<file path="src/rtl/fifo_param_if.sv">
// Signal bundle between a producer/consumer and fifo_param.
// The master side drives requests and data; the slave side (the FIFO) drives data and status.
interface fifo_param_if #(
  parameter int WIDTH = 8,
  parameter int DEPTH = 32
);
  localparam int ADDR_W = $clog2(DEPTH);

  logic              flush;
  logic              write_enb;
  logic [WIDTH-1:0]  datain;
  logic              read_enb;
  logic [WIDTH-1:0]  dataout;
  logic              full;
  logic              empty;
  logic              almost_full;
  logic              almost_empty;
  logic [ADDR_W:0]   count;
  logic              overflow;
  logic              underflow;

  modport master (
    output flush, write_enb, datain, read_enb,
    input  dataout, full, empty, almost_full, almost_empty, count, overflow, underflow
  );

  modport slave (
    input  flush, write_enb, datain, read_enb,
    output dataout, full, empty, almost_full, almost_empty, count, overflow, underflow
  );
endinterface

</file>
<file path="src/rtl/fifo_param.sv">
// Parametrised single-clock FIFO with standard or first-word-fall-through read,
// occupancy count, programmable almost flags, synchronous flush and sticky error flags.
module fifo_param #(
  parameter int WIDTH    = 8,
  parameter int DEPTH    = 32,
  parameter int FWFT     = 0,
  parameter int AF_LEVEL = DEPTH - 4,
  parameter int AE_LEVEL = 4
) (
  input  logic          clk,
  input  logic          reset,
  fifo_param_if.slave   bus
);
  localparam int ADDR_W = $clog2(DEPTH);
  localparam logic [ADDR_W:0] PTR_ONE = (ADDR_W+1)'(1);
  localparam logic [ADDR_W:0] AF_THR  = (ADDR_W+1)'(AF_LEVEL);
  localparam logic [ADDR_W:0] AE_THR  = (ADDR_W+1)'(AE_LEVEL);

  logic [WIDTH-1:0] r_mem [DEPTH];
  logic [ADDR_W:0]  r_wr_ptr;
  logic [ADDR_W:0]  r_rd_ptr;
  logic             r_overflow;
  logic             r_underflow;

  logic [ADDR_W:0]  w_count;
  logic             w_full;
  logic             w_empty;
  logic             w_wr_ok;
  logic             w_rd_ok;

  // Extra MSB on each pointer distinguishes a full FIFO from an empty one.
  assign w_full  = (r_wr_ptr[ADDR_W] != r_rd_ptr[ADDR_W]) &&
                   (r_wr_ptr[ADDR_W-1:0] == r_rd_ptr[ADDR_W-1:0]);
  assign w_empty = (r_wr_ptr == r_rd_ptr);
  assign w_count = r_wr_ptr - r_rd_ptr;
  assign w_wr_ok = bus.write_enb && !w_full  && !bus.flush;
  assign w_rd_ok = bus.read_enb  && !w_empty && !bus.flush;

  always_ff @(posedge clk or negedge reset) begin
    if (!reset) begin
      r_wr_ptr    <= '0;
      r_rd_ptr    <= '0;
      r_overflow  <= 1'b0;
      r_underflow <= 1'b0;
    end else if (bus.flush) begin
      r_wr_ptr    <= '0;
      r_rd_ptr    <= '0;
      r_overflow  <= 1'b0;
      r_underflow <= 1'b0;
    end else begin
      if (w_wr_ok)
        r_wr_ptr <= r_wr_ptr + PTR_ONE;
      if (w_rd_ok)
        r_rd_ptr <= r_rd_ptr + PTR_ONE;
      if (bus.write_enb && w_full)
        r_overflow <= 1'b1;
      if (bus.read_enb && w_empty)
        r_underflow <= 1'b1;
    end
  end

  // Storage is intentionally left out of reset.
  always_ff @(posedge clk) begin
    if (w_wr_ok)
      r_mem[r_wr_ptr[ADDR_W-1:0]] <= bus.datain;
  end

  generate
    if (FWFT != 0) begin : g_fwft
      assign bus.dataout = w_empty ? '0 : r_mem[r_rd_ptr[ADDR_W-1:0]];
    end else begin : g_std
      logic [WIDTH-1:0] r_dataout;

      always_ff @(posedge clk or negedge reset) begin
        if (!reset)
          r_dataout <= '0;
        else if (bus.flush)
          r_dataout <= '0;
        else if (w_rd_ok)
          r_dataout <= r_mem[r_rd_ptr[ADDR_W-1:0]];
      end

      assign bus.dataout = r_dataout;
    end
  endgenerate

  assign bus.count        = w_count;
  assign bus.full         = w_full;
  assign bus.empty        = w_empty;
  assign bus.almost_full  = (w_count >= AF_THR);
  assign bus.almost_empty = (w_count <= AE_THR);
  assign bus.overflow     = r_overflow;
  assign bus.underflow    = r_underflow;
endmodule

</file>
<file path="src/flat_wrapper.sv">
// flat-port wrapper written by rule: the top's interface ports become plain ports
module fifo_param_flat 
#(
  parameter int WIDTH    = 8,
  parameter int DEPTH    = 32,
  parameter int FWFT     = 0,
  parameter int AF_LEVEL = DEPTH - 4,
  parameter int AE_LEVEL = 4
)
  (clk, reset, bus_flush, bus_write_enb, bus_datain, bus_read_enb, bus_dataout, bus_full, bus_empty, bus_almost_full, bus_almost_empty, bus_count, bus_overflow, bus_underflow);
  fifo_param_if #(.WIDTH(WIDTH), .DEPTH(DEPTH)) bus_i ();
  input  logic clk;
  input  logic reset;
  input wire logic [$bits(bus_i.flush)-1:0] bus_flush;
  input wire logic [$bits(bus_i.write_enb)-1:0] bus_write_enb;
  input wire logic [$bits(bus_i.datain)-1:0] bus_datain;
  input wire logic [$bits(bus_i.read_enb)-1:0] bus_read_enb;
  output wire logic [$bits(bus_i.dataout)-1:0] bus_dataout;
  output wire logic [$bits(bus_i.full)-1:0] bus_full;
  output wire logic [$bits(bus_i.empty)-1:0] bus_empty;
  output wire logic [$bits(bus_i.almost_full)-1:0] bus_almost_full;
  output wire logic [$bits(bus_i.almost_empty)-1:0] bus_almost_empty;
  output wire logic [$bits(bus_i.count)-1:0] bus_count;
  output wire logic [$bits(bus_i.overflow)-1:0] bus_overflow;
  output wire logic [$bits(bus_i.underflow)-1:0] bus_underflow;
  assign bus_i.flush = bus_flush;
  assign bus_i.write_enb = bus_write_enb;
  assign bus_i.datain = bus_datain;
  assign bus_i.read_enb = bus_read_enb;
  assign bus_dataout = bus_i.dataout;
  assign bus_full = bus_i.full;
  assign bus_empty = bus_i.empty;
  assign bus_almost_full = bus_i.almost_full;
  assign bus_almost_empty = bus_i.almost_empty;
  assign bus_count = bus_i.count;
  assign bus_overflow = bus_i.overflow;
  assign bus_underflow = bus_i.underflow;
  fifo_param #(.WIDTH(WIDTH), .DEPTH(DEPTH), .FWFT(FWFT), .AF_LEVEL(AF_LEVEL), .AE_LEVEL(AE_LEVEL)) u_core (.clk(clk), .reset(reset), .bus(bus_i));
endmodule
</file>
<file path="config.mk">
export PLATFORM = sky130hd
export DESIGN_NAME = fifo_param_flat
export DESIGN_NICKNAME = d
export VERILOG_FILES = /design/src/rtl/fifo_param_if.sv /design/src/rtl/fifo_param.sv /design/src/flat_wrapper.sv
export SDC_FILE = /design/constraint.sdc
export NUM_CORES = 1
export LEC_CHECK = 0
export BUFFER_PORTS_ARGS = -buffer_cell sky130_fd_sc_hd__buf_2
export CAP_MARGIN = 20
export CORE_MARGIN = 2
export CORE_UTILIZATION = 45
export DETAILED_ROUTE_END_ITERATION = 8
export RECOVER_POWER = 50
export SLEW_MARGIN = 20
export SYNTH_ARGS = -nofsm -noshare
export SYNTH_HDL_FRONTEND = slang
export SYNTH_SLANG_ARGS = --single-unit
export TNS_END_PERCENT = 50
</file>
<file path="constraint.sdc">
create_clock -name clk -period 4.25 [get_ports clk]
set_input_delay 0.85 -clock clk [delete_from_list [all_inputs] [get_ports clk]]
set_output_delay 0.85 -clock clk [all_outputs]
set_load 0.02 [all_outputs]
</file>
# After elaboration in Yosys (flattened, before gate mapping)
# Memories as Yosys holds them, arrays and structs flattened.
# Cells that the tools add are included.
[classes]
magnitude_cmp = 2
addsub = 3
n_shift = 0
multipliers = 0
n_div = 0
reduce_logical = 14
n_eq_ne = 3
n_bitwise = 0
n_mux = 12
[op_table]
columns = ["operator", "count"]
rows = [
  ["2-to-1 mux 6 bit", 4],
  ["2-to-1 mux 8 bit", 2],
  ["adder 6 x 1 -> 6 bit, second input constant", 2],
  ["nonzero test 2 bit", 4],
  ["logical AND 1 bit", 7],
  ["== test 6 bit", 1],
  ["greater-or-equal comparator 6 x 5 -> 1 bit, second input constant", 1],
  ["<= comparator 6 x 3 -> 1 bit, second input constant", 1],
  ["2-to-1 mux 1 bit", 6],
  ["subtractor 6 bit", 1],
  ["== test 5 bit", 1],
  ["logical NOT 1 bit", 3],
  ["inequality test 1 bit", 1],
]
[word_totals]
reg_bits = 22
out_inout_bits = 20
mem_count = 1
elab_cells = 40
mem_bits_ro = 0
inputBits = 13
ramBits = 256
latchBits = 0
[mem_list]
columns = ["name", "words", "word_bits", "rd", "rd_ports_with_merged_regs", "write_ports", "line_no", "text"]
rows = [
  ["u_core.r_mem", 32, 8, 1, 0, 1, "fifo_param.sv:19", "logic [WIDTH-1:0] r_mem [DEPTH];"],
]

# Longest topological paths before layout
# Gate-level depths: netlist of run 1.
[depth]
depth_word = 7
depth_mapped = 9

# Least setup slack after synthesis of run 1
# Ideal clock, no wire load.
[synth_timing]
kind = "register to output"
startpoint = "register u_core.r_rd_ptr[2]"
endpoint = "output port bus_almost_empty"
setup_slack_ns = 0.725
arrival_time_ns = 2.675
path_stages_with_launch = 9
cell_sequence = "dfrtp_1 bufinv_8 clkbuf_1 ha_1 o21ai_0 a21boi_0 o211ai_1 nand3_1 nor4b_1"
[synth_via]
elab_chain_cells = 2
[synth_lines]
columns = ["item", "line_no", "text"]
rows = [
  ["from (decl)", "fifo_param.sv:21", "logic [ADDR_W:0] r_rd_ptr;"],
  ["from (signal assigned)", "fifo_param.sv:54", "r_rd_ptr <= r_rd_ptr + PTR_ONE;"],
  ["subtractor 6 bit", "fifo_param.sv:35", "assign w_count = r_wr_ptr - r_rd_ptr;"],
  ["net bus_count[5]", "flat_wrapper.sv:23", "output wire logic [$bits(bus_i.count)-1:0] bus_count;"],
  ["<= comparator 6 x 3 -> 1 bit", "fifo_param.sv:91", "assign bus.almost_empty = (w_count <= AE_THR);"],
  ["to (decl)", "flat_wrapper.sv:22", "output wire logic [$bits(bus_i.almost_empty)-1:0] bus_almost_empty;"],
]
# The timed path passes the listed nets, and every way through them passes these cells.

# Worst setup path in the final report of run 1
[layout_timing]
startpoint = "register u_core.r_rd_ptr[2]"
endpoint = "output port bus_almost_empty"
[layout_via]
elab_chain_cells = 2
[layout_lines]
columns = ["item", "line_no"]
rows = [
  ["subtractor 6 bit", "fifo_param.sv:35"],
  ["<= comparator 6 x 3 -> 1 bit", "fifo_param.sv:91"],
]
# No other way between the ends.

==> metrics.md, run 1 <==
| Metric | Value |
|---|---|
| # port buffers | 32 |
| Mean Syn Cell Area | 17.91 um2 |
| Layout overhead on the synthesized area | 11.25% |
| Largest net degree at the start of global routing | 44 |
| Die span in y | 163.0 um |
| Synth top area cells | edfxtp_1 68%, mux2i_1 4.9%, dfrtp_1 4.8% |
| F_max | 0.2521 GHz |
| FF+latch count, synth | 278 |
| Die W | 163.0 um |
| Cell with the most instances after synthesis | edfxtp_1 |
| Initial Util | 45.56% |
| Type of origin of the critical path | register |
| Clock latency at the later pin of the worst-skew pair | 550 ps |
| Met3 GRT Util | 2.750% |
| Final setup violation count | 0 |
| Fin nets | 696 |
| Max Buffers Root-to-Sink | 3 |
| Routed vias | 5933 |
| Global-route wire length before repair | 37270 um |
| Synth cell types | 45 |
| Crit path time final | 3966 ps |
| Worst min path class | register to register |
| Outcome | finished, violations left |
| Finished Core Util | 50.69% |
| Share of the synthesized area in the top cell type | 67.59% |
| Hold buffer count at cts | 0 |
| Std cell rows | 58 |
| Met1 GRT Util | 28.15% |
| Number of synthesized flops with an enable pin | 256 |
| Required @ worst endpoint | 3400 ps |
| # clock sinks | 278 |
| Crit. End Element | output pin |
| GR Overflow Total | 0 |
| Overall Global Routing Usage | 19.16% |
| Root buf cell | clkbuf_16 |
| Final wirelength | 24990 um |
| Final Non-Filler Cells | 1024 |
| MaxCap Viol Count | 8 |
| Iteration-0 DRC Markers | 634 |
| H-Tree Depth | 1 |
| Die Area | 26560 um2 |
| Peak supply drop | 316.1 uV |
| CTS tree | done |
| Final period util | 93.32% |
| Routed wire per std cell | 24.41 um |
| Cells after synthesis | 635 |
| GRT Max-Usage Layer | met2 |
| Crit Path Max Fanout | 28 |
| Violated checks | capacitance limit, slew limit |
| Initial antenna violation count | 0 |
| Setup Fix Bufs, Post-CTS | 0 |
| CTS Buf Count | 28 |
| Max-slew violation count | 264 |
| Sequential area share after synthesis | 72.43% |
| Worst-case clock skew | 17.85 ps |
| Gpl congestion | 0.8868 |
| I/O pin count | 33 |
| Mapped Area | 11370 um2 |
| Main synth FF type | edfxtp_1 |
| Drt first pass iters | 5 |
| Tightest Pin Transition | 1873 ps |
| Ant. Diodes | 0 |
| Routed vias/inst | 5.794 |
| Setup CP Type | register to output pin |
| Fill cells | 2058 |
| Vias in the first global route | 5982 |
| DRC Markers | 0 |
| Clock Pin Slew Worst Setup and Hold Paths | 60 ps |
| Fin. Hold Viols | 0 |
| Fraction of layout cells with a size suffix above 1 | 13.69% |
| Post-synth top cells | 256 x edfxtp_1, 63 x nor2_1, 56 x mux2i_1 |
| Worst path arrival time | 3120 ps |
| Warnings from Yosys | 0 |
| RSZ-0062 raised after global routing | false |
| Post-Place Cells | 972 |
| Met2 Use GR | 29.74% |
| Core Region | 24960 um2 |
| Post-synth ARST share | 7.914% |
| Leakage power | 4.129 nW |
| Post-CTS sizing | 0 |
| TNS Setup | 0 ps |
| Detail Placement HPWL | 15750 um |
| PD cells | 499.1 nW/um2 |
| Slew HR | -24.88% |
| Cell accounting for the most synthesized area | edfxtp_1 |
| Routed Antenna Nets | 0 |
| Synth Net Count | 659 |
## cell type report
type                    count  area [um2]  area share (%)
flip-flops and latches    278        8243           65.14
multi-input cells         317        2853           22.55
clock buffers              33       719.4           5.686
well taps                 330       412.9           3.263
clock inverters            19       203.9           1.612
repair buffers             36       166.4           1.315
inverters                  11       55.05          0.4351
## critical path: stages, from the launching register on
cell and delay [ps]:
dfrtp_1 580, bufinv_8 330, ha_1 370, o21ai_0 130, a21boi_0 320, or4_1 170
nand3_1 110, nor4b_1 320, buf_2 220
## routing by layer
layer	share of wire, %	routed length, um
met1	45	11250
met2	46	11550
met3	6.1	1520
met4	2.7	675
met5	0	0
## power by group
group	internal, W	total [W]	switching (W)
combinational	0.000333	0.000796	0.000464
clock	0.00145	0.00245	0.000993
sequential	0.00302	0.00307	0.0000531
## cell families (layout without fill, tap and decap cells)
group | count (synthesis) | in the layout | share of synthesized area [%]
simple gates | 127 | 127 | 4.907
fa+ha+maj | 11 | 11 | 1.276
compound gates | 70 | 70 | 4.444
xor+xnor | 13 | 13 | 1.001
buf+inv | 40 | 99 | 2.530
flops | 278 | 278 | 72.43
mux | 96 | 96 | 13.41
## path summary, 6_finish.rpt
path	start	to	slack [ps]	cells after the start
worst max-delay path	u_core.r_rd_ptr[2]$_DFFE_PN0P_	bus_almost_empty	280	8
worst min register to register	u_core.bus.overflow$_DFFE_PN0P_	u_core.bus.overflow$_DFFE_PN0P_	510	2
worst min-delay path	u_core.bus.overflow$_DFFE_PN0P_	u_core.bus.overflow$_DFFE_PN0P_	510	2
min in group asynchronous	reset	u_core.r_rd_ptr[2]$_DFFE_PN0P_	570	1
worst max register to register	u_core.r_rd_ptr[2]$_DFFE_PN0P_	u_core.r_mem[24][5]$_DFFE_PP_	690	8
max in group asynchronous	reset	u_core.r_rd_ptr[0]$_DFFE_PN0P_	2760	1
## registers in the layout, summed over array words and instances, names as in the netlist
name                  count
u_core.r_wr_ptr           6
u_core.r_rd_ptr           6
u_core.r_mem            256
u_core.bus.underflow      1
u_core.bus.dataout        8
u_core.bus.overflow       1
## metrics by stage
stage	power, W	worst slack (ps)	hold slack [ps]	area (um2)
floorplan	0.003731	725.2	546.2	11370
global placement	0.003916	924.7	475.3	11750
detailed placement	0.003933	764.7	492.9	11750
CTS	0.006362	344.5	272.8	12670
global route	0.006531	129.7	534.0	12650
finish	0.006316	283.8	506.9	12650
## cell usage in the layout (no fill, tap or decap), drive strengths merged, types with 2 or more instances in the layout
master    n
clkinv   14
nand2    32
o21ai    11
a32o      8
a21oi    15
nand3b    3
a221oi    8
mux2i    56
clkbuf   52
inv      10
nand4     2
xor2      5
o211ai    9
xnor2     8
nand3    13
or3b      2
dfrtp    22
a22oi    16
nor3      2
mux4     40
edfxtp  256
buf      17
or3       3
bufinv    5
nor2     64
ha       10
No activity file was read; power rests on OpenSTA's default activity.
==> inputs of run 2 (changes only) <==
ABC_AREA = 1   (was default)
GPL_TIMING_DRIVEN = 0   (was default)
clock period = 4.7 ns   (was 4.25 ns; I/O delays follow)
==> run 2 against run 1 <==
  * The run still ends with capacitance limit, slew limit left
  * Hold slack worse by 31 ps
  * Combinational power up 28%
  * Global-route usage up 3.4 points
  * Wire length up 25%
  * Via count up 42%
  * Clock skew down 1.8 ps
  * First-iteration DRC count up 28%
  * Total power down 1.1%
  * Non-clock buffer count up 50
  * Sequential share of layout area down 5.8 points
  * Clock power about the same
==> metrics.md, run 2 <==
| Metric | Value |
|---|---|
| Outcome | finished, violations left |
| Violated checks | capacitance limit, slew limit |
| I/O pin count | 33 (unchanged) |
| Mean Syn Cell Area | 10.22 um2 (-43%) |
| TNS Setup | 0 ps (unchanged) |
| Final wirelength | 31140 um (+25%) |
| Sequential area share after synthesis | 67.20% (-5.2 points) |
| Synth Net Count | 1224 (+86%) |
| Overall Global Routing Usage | 22.54% (+3.4 points) |
| Mapped Area | 12260 um2 (+7.8%) |
| Crit Path Max Fanout | 10 (-64%) |
| Max Buffers Root-to-Sink | 3 (unchanged) |
| FF+latch count, synth | 278 (unchanged) |
| Worst r2r src | u_core.r_rd_ptr[3]$_DFFE_PN0P_ |
| Initial antenna violation count | 0 (unchanged) |
| Routed vias | 8444 (+42%) |
| Crit path time final | 3872 ps |
| Die span in y | 169.1 um (+3.7%) |
| HP Start | u_core.bus.dataout[6]$_DFFE_PN0P_ |
| Cell with the most instances after synthesis | nand2_1 |
| Layout overhead on the synthesized area | 13.20% |
| Root buf cell | clkbuf_16 |
| Fraction of layout cells with a size suffix above 1 | 8.851% (-4.8 points) |
| Drt first pass iters | 5 (unchanged) |
| Hold Crit Depth | 2 (unchanged) |
| Worst-case clock skew | 16.04 ps (-1.810 ps) |
| Die W | 169.1 um (+3.7%) |
| Met1 GRT Util | 31.29% (+3.1 points) |
| Final setup violation count | 0 (unchanged) |
| Hold buffer count at cts | 0 (unchanged) |
| DRC Markers | 0 (unchanged) |
| Cell accounting for the most synthesized area | edfxtp_1 |
| Post-CTS sizing | 0 (unchanged) |
| Clock Pin Slew Worst Setup and Hold Paths | 60 ps (about the same) |
| Detail Placement HPWL | 20740 um (+32%) |
| RSZ-0062 raised after global routing | false |
| Final Total Pwr | 0.006247 W (-1.1%) |
| Finished Core Util | 51.63% (+0.95 points) |
| Worst min path class | register to register |
| Gpl congestion | 0.8951 (+0.94%) |
| Leakage power | 5.710 nW (+38%) |
| Synth cell types | 32 (-29%) |
| Commonest non-fill, non-tap cell in the layout | nand2_1 |
| FF-to-FF End | u_core.r_mem[8][3]$_DFFE_PP_ |
| Std cell rows | 60 (+3.4%) |
| Peak supply drop | 315.3 uV (-0.24%) |
| Routed Antenna Nets | 0 (unchanged) |
| Largest register FFs | 256 (unchanged) |
| Met2 Use GR | 38.68% (+8.9 points) |
| Synth top area cells | edfxtp_1 63%, nand2_1 12%, nand3_1 5.0% |
| Global-route wire length before repair | 48280 um (+30%) |
| Main synth FF type | edfxtp_1 |
| Initial Util | 45.61% (+0.055 points) |
| Required @ worst endpoint | 3760 ps (+360 ps) |
| Worst path arrival time | 2930 ps (-190 ps) |
| Setup Fix Bufs, Post-CTS | 0 (unchanged) |
| Iteration-0 DRC Markers | 813 (+28%) |
| CTS tree | done |
| Share of the synthesized area in the top cell type | 62.71% (-4.9 points) |
| Worst R2R Setup Slack | 1230 ps (+540 ps) |
| Routed vias/inst | 5.180 (-11%) |
| GR Overflow Total | 0 (unchanged) |
| Die Area | 28580 um2 (+7.6%) |
| Setup CP Type | register to output pin |
| Clock latency at the later pin of the worst-skew pair | 560 ps (about the same) |
| # port buffers | 32 (unchanged) |
| Crit. End Element | output pin |
| PD cells | 450.2 nW/um2 (-9.8%) |
| CTS Buf Count | 30 (+7.1%) |
| Hold Path End | u_core.bus.dataout[6]$_DFFE_PN0P_ |
| Most frequent cells in the layout | 382 x nand2_1, 256 x edfxtp_1, 135 x inv_1, 123 x nand3_1, 120 x nor2_1 |
| Met3 GRT Util | 2.549% (-0.20 points) |
| Final period util | 82.38% |
| MaxCap Viol Count | 8 (unchanged) |
| Vias in the first global route | 8320 (+39%) |
| Warnings from Yosys | 0 (unchanged) |
| Fin. Hold Viols | 0 (unchanged) |
| Number of synthesized flops with an enable pin | 256 (unchanged) |
| H-Tree Depth | 1 (unchanged) |
| Largest net degree at the start of global routing | 33 (-25%) |
| Max-slew violation count | 265 (+0.38%) |
| R2R cell count | 10 (+2) |
| GRT Max-Usage Layer | met2 |
| # clock sinks | 278 (unchanged) |
| Cells after synthesis | 1200 (+89%) |
| Tightest Pin Transition | 1982 ps (+108.8 ps) |
| Type of origin of the critical path | register |
| Fill cells | 2438 (+18%) |
| Post-synth top cells | 382 x nand2_1, 256 x edfxtp_1, 135 x inv_1 |
| Post-synth ARST share | 7.914% (unchanged) |
| Fin nets | 1288 (+85%) |
| Slew HR | -32.13% (-7.3 points) |
| F_max | 0.2583 GHz |
| Core Region | 26880 um2 (+7.7%) |
| Routed wire per std cell | 19.10 um (-22%) |
-- run 2: changes by cell type after synthesis, moves of 23 or more --
cell | previous run | this run
nand2_1 | 32 | 382
inv_1 | 9 | 135
nand3_1 | 12 | 123
nor2_1 | 63 | 120
mux2i_1 | 56 | 0
o21ai_0 | 3 | 41
mux4_2 | 23 | 0
-- run 2: how the worst max path moves through the flow --
stage,start,to,slack [ps]
floorplan,u_core.r_rd_ptr[2]$_DFFE_PN0P_,bus_almost_full,1540
global placement,u_core.r_rd_ptr[2]$_DFFE_PN0P_,u_core.r_mem[8][0]$_DFFE_PP_,1350
detailed placement,u_core.r_rd_ptr[3]$_DFFE_PN0P_,u_core.r_mem[8][0]$_DFFE_PP_,1290
CTS,u_core.r_rd_ptr[3]$_DFFE_PN0P_,bus_almost_full,840
global route,u_core.r_rd_ptr[2]$_DFFE_PN0P_,bus_almost_empty,640
finish,u_core.r_rd_ptr[3]$_DFFE_PN0P_,bus_almost_full,830
-- run 2: stage by stage --
| step | setup slack (ps) | std cells | area (um2) | hold slack [ps] |
|---|---|---|---|---|
| 3_3_place_gp | 1353 | 1573 | 12850 | 458.0 |
| 3_5_place_dp | 1294 | 1573 | 12850 | 461.7 |
| 5_1_grt | 639.3 | 1629 | 13870 | 513.8 |
| 6_report | 828.3 | 1630 | 13880 | 476.2 |
| 4_1_cts | 836.6 | 1629 | 13900 | 387.0 |
| 2_1_floorplan | 1545 | 1200 | 12260 | 555.6 |
-- run 2: layout make-up --
cell class              instances  area (um2)  share of cell area (%)
well taps                     341       426.7                   3.075
diodes                          1       2.502                 0.01803
repair buffers                 32       136.4                  0.9828
clock buffers                  38       832.0                   5.996
clock inverters                18       220.2                   1.587
plain buffers                  54       325.3                   2.344
multi-input cells             728        3168                   22.83
flip-flops and latches        278        8238                   59.36
inverters                     140       528.0                   3.805
-- run 2: layer usage --
metal  vias up  part of all wire [%]
met5         -                     0
met4         0                   1.9
met3        44                   5.9
met2       255                    49
met1      4098                    43
li1       4047                     -
-- run 2: cell families after synthesis --
kind of cell / synth area share [%]
AND/OR/NAND/NOR: 21.40
flip-flops: 67.20
buffers and inverters: 6.961
AO/OA/AOI/OAI: 2.827
adder cells (fa/ha/maj): 1.184
XOR/XNOR: 0.4287
-- run 2: worst max-delay path, stage by stage, from the launching register on --
cell,delay [ps]
dfrtp_1,410
clkinv_1,320
clkbuf_1,360
ha_1,430
nand2_1,110
inv_1,60
nand4_1,70
o211ai_1,110
xor2_1,230
nand2b_1,130
buf_2,160
-- run 2: where the power goes --
| group | total, W | internal (W) | switching, W | leakage, nW |
|---|---|---|---|---|
| sequential | 0.00275 | 0.00273 | 0.0000185 | 2.60 |
| combinational | 0.00102 | 0.000295 | 0.000723 | 2.60 |
| clock | 0.00248 | 0.00152 | 0.000959 | 0.507 |
| total | 0.00625 | 0.00455 | 0.00170 | 5.71 |
==> inputs of run 3 (changes only) <==
ABC_AREA = 0   (was 1)
clock period = 3.2 ns   (was 4.7 ns; I/O delays follow)
==> run 3 against run 2 <==
  * The flow finishes with violations (capacitance limit, slew limit, setup timing)
  * Utilization up 0.74 points
  * Final area down 5.8%
  * Hold slack worse by 120 ps
  * Global-route usage down 3.9 points
  * Sequential share of layout area up 3.7 points
  * Clock-buffer cell count up 3
  * Via count down 30%
==> metrics.md, run 3 (same netlist as run 1, synthesis figures left out) <==
| Metric | Value |
|---|---|
| DRC Markers | 0 (unchanged) |
| Die Area | 26560 um2 (-7.1%) |
| Final Total Pwr | 0.008389 W (+34%) |
| Worst path arrival time | 3450 ps (+520 ps) |
| Worst min path class | primary input to asynchronous set/reset pin |
| GR Overflow Total | 0 (unchanged) |
| Final period util | 102.2% |
| Clock latency at the later pin of the worst-skew pair | 550 ps (about the same) |
| Overall Global Routing Usage | 18.67% (-3.9 points) |
| # port buffers | 31 (-3.1%) |
| Slew HR | -2.301% (+30 points) |
| Final hold slack | 353.7 ps (-122.5 ps) |
| Initial antenna violation count | 0 (unchanged) |
| Crit. End Element | register |
| Peak supply drop | 397.4 uV (+26%) |
| Fin. Hold Viols | 0 (unchanged) |
| MaxCap Viol Count | 4 (-4) |
| Routed wire per std cell | 23.27 um (+22%) |
| Commonest non-fill, non-tap cell in the layout | edfxtp_1 |
| Crit Path Max Fanout | 10 (unchanged) |
| PD cells | 641.6 nW/um2 (+43%) |
| Most frequent cells in the layout | 256 x edfxtp_1, 56 x mux2i_1, 32 x nand2_1, 30 x nor2_1 |
| Fill cells | 2016 (-17%) |
| Required @ worst endpoint | 3380 ps (-380 ps) |
| Outcome | finished, violations left |
| Routed Antenna Nets | 0 (unchanged) |
| Crit path time final | 3271 ps |
| F_max | 0.3057 GHz |
| Fraction of layout cells with a size suffix above 1 | 24.34% (+15 points) |
| CTS tree | done |
| Post-Place Cells | 996 (-37%) |
| Max-slew violation count | 132 (-50%) |
| Critical path cell sequence | buf_6, inv_1, ha_1, and4_1, nand3_1, nand2_1, nor2_1, nand2_1, nor2_2 |
| Vias in the first global route | 6104 (-27%) |
| FF+latch area | 8243 um2 (about the same) |
| Hold buffer count at cts | 0 (unchanged) |
| Core Region | 24960 um2 (-7.1%) |
| H-Tree Depth | 1 (unchanged) |
| Max incr delay on CP | 630 ps (+200 ps) |
| Routed vias | 5874 (-30%) |
| Worst R2R Setup Slack | -70 ps (-1300 ps) |
| Tightest Pin Transition | 1535 ps (-447.4 ps) |
| Final setup violation count | 145 (+145) |
| Violated checks | capacitance limit, slew limit, setup timing |
| RSZ-0062 raised after global routing | true |
| Final setup margin | -71.17 ps (-899.4 ps) |
| Top cell by count, worst path | nand2_1 |
| Initial Util | 45.56% (-0.055 points) |
| # clock sinks | 278 (unchanged) |
| FF-to-FF End | u_core.r_mem[0][7]$_DFFE_PP_ |
| Setup CP Type | register to register |
| Routed vias/inst | 5.578 (+7.7%) |
| Final Non-Filler Cells | 1053 (-35%) |
| Fin nets | 728 (-43%) |
| Detail Placement HPWL | 15540 um (-25%) |
| Ant. Diodes | 0 (-1) |
| Largest net degree at the start of global routing | 33 (unchanged) |
| R2R cell count | 9 (-1) |
| Gpl congestion | 0.8240 (-7.9%) |
| Worst r2r src | u_core.r_rd_ptr[4]$_DFFE_PN0P_ |
| Largest register FFs | 256 (unchanged) |
| Leakage power | 4.325 nW (-24%) |
| Area of the multi-input gates | 3042 um2 (-4.0%) |
| Clock Pin Slew Worst Setup and Hold Paths | 60 ps (about the same) |
| Worst-case clock skew | 16.03 ps (-0.01470 ps) |
| Die span in y | 163.0 um (-3.6%) |
| Max Buffers Root-to-Sink | 3 (unchanged) |
| Slowest CP cell | nor2_2 |
| Drt first pass iters | 4 (-1) |
| Die W | 163.0 um (-3.6%) |
| CTS Buf Count | 28 (-6.7%) |
| Iteration-0 DRC Markers | 517 (-36%) |
| Std cell rows | 58 (-3.3%) |
| Type of origin of the critical path | register |
| Final wirelength | 24500 um (-21%) |
| Global-route wire length before repair | 36500 um (-24%) |
| Root buf cell | clkbuf_16 |
| Layout overhead on the synthesized area | 14.96% |
| I/O pin count | 33 (unchanged) |
| Finished Core Util | 52.38% (+0.74 points) |
run 3: changes by cell type in the layout (fill, tap and decap cells not counted), sizes merged, moves of 10 or more:
cell | before | now
a22oi | 0 | 16
clkbuf | 65 | 55
inv | 138 | 12
mux2i | 0 | 56
mux4 | 0 | 40
nand2 | 389 | 32
nand3 | 123 | 13
nor2 | 123 | 64
o21ai | 43 | 11
run 3: cell type report:
type,count,area share [%]
Clock buffer,41,6.201
Buffer,28,1.751
Sequential cell,278,63.04
Clock inverter,8,0.4402
Multi-Input combinational cell,317,23.26
Tap cell,330,3.158
Timing Repair Buffer,40,1.713
Inverter,11,0.4306
run 3: worst max path at each step:
stage / start / cells past startpoint / slack (ps) / to
floorplan: u_core.r_rd_ptr[2]$_DFFE_PN0P_ / 8 / 150 / bus_almost_empty
global placement: u_core.r_rd_ptr[2]$_DFFE_PN0P_ / 9 / -600 / u_core.r_mem[28][2]$_DFFE_PP_
detailed placement: u_core.r_rd_ptr[2]$_DFFE_PN0P_ / 9 / -650 / u_core.r_mem[25][7]$_DFFE_PP_
CTS: u_core.r_rd_ptr[4]$_DFFE_PN0P_ / 9 / -130 / u_core.r_mem[5][4]$_DFFE_PP_
global route: u_core.r_rd_ptr[4]$_DFFE_PN0P_ / 9 / -250 / u_core.r_mem[0][7]$_DFFE_PP_
finish: u_core.r_rd_ptr[4]$_DFFE_PN0P_ / 9 / -70 / u_core.r_mem[0][7]$_DFFE_PP_
run 3: metal layers:
layer	wire length, um	up-vias	GRT usage (%)
met2	11780	137	29.93
met4	688	0	6.919
li1	-	2658	-
met1	11000	3024	26.06
met3	1033	55	2.954
met5	0	-	0
run 3: power by group:
group          leakage (nW)  internal (W)  switching [W]
sequential             2.60       0.00401      0.0000295
combinational          1.30      0.000586       0.000701
clock                 0.424       0.00175        0.00131
total                  4.33       0.00635        0.00204
run 3: stage by stage:
stage	setup TNS, ps	area (um2)	setup slack (ps)
detailed placement	-143680	11950	-650.8
CTS	-6813	13030	-132.8
global placement	-136660	11950	-602.2
global route	-41190	13080	-252.5
floorplan	0	11380	146.8
finish	-4234	13080	-71.17
run 3: worst max-delay path, delay by kind of cell, from the launching register on:
family | cells | cell delay [ps]
adder cells (fa/ha/maj) | 1 | 320
AND/OR/NAND/NOR | 6 | 1880
flip-flops | 1 | 380
buffers and inverters | 2 | 300
run 3: what timing repair did:
action                                  CTS  global route
pin swaps                                 7             1
buffers inserted                          9             0
endpoints found under the setup margin  263           259
resized for setup                        48            17
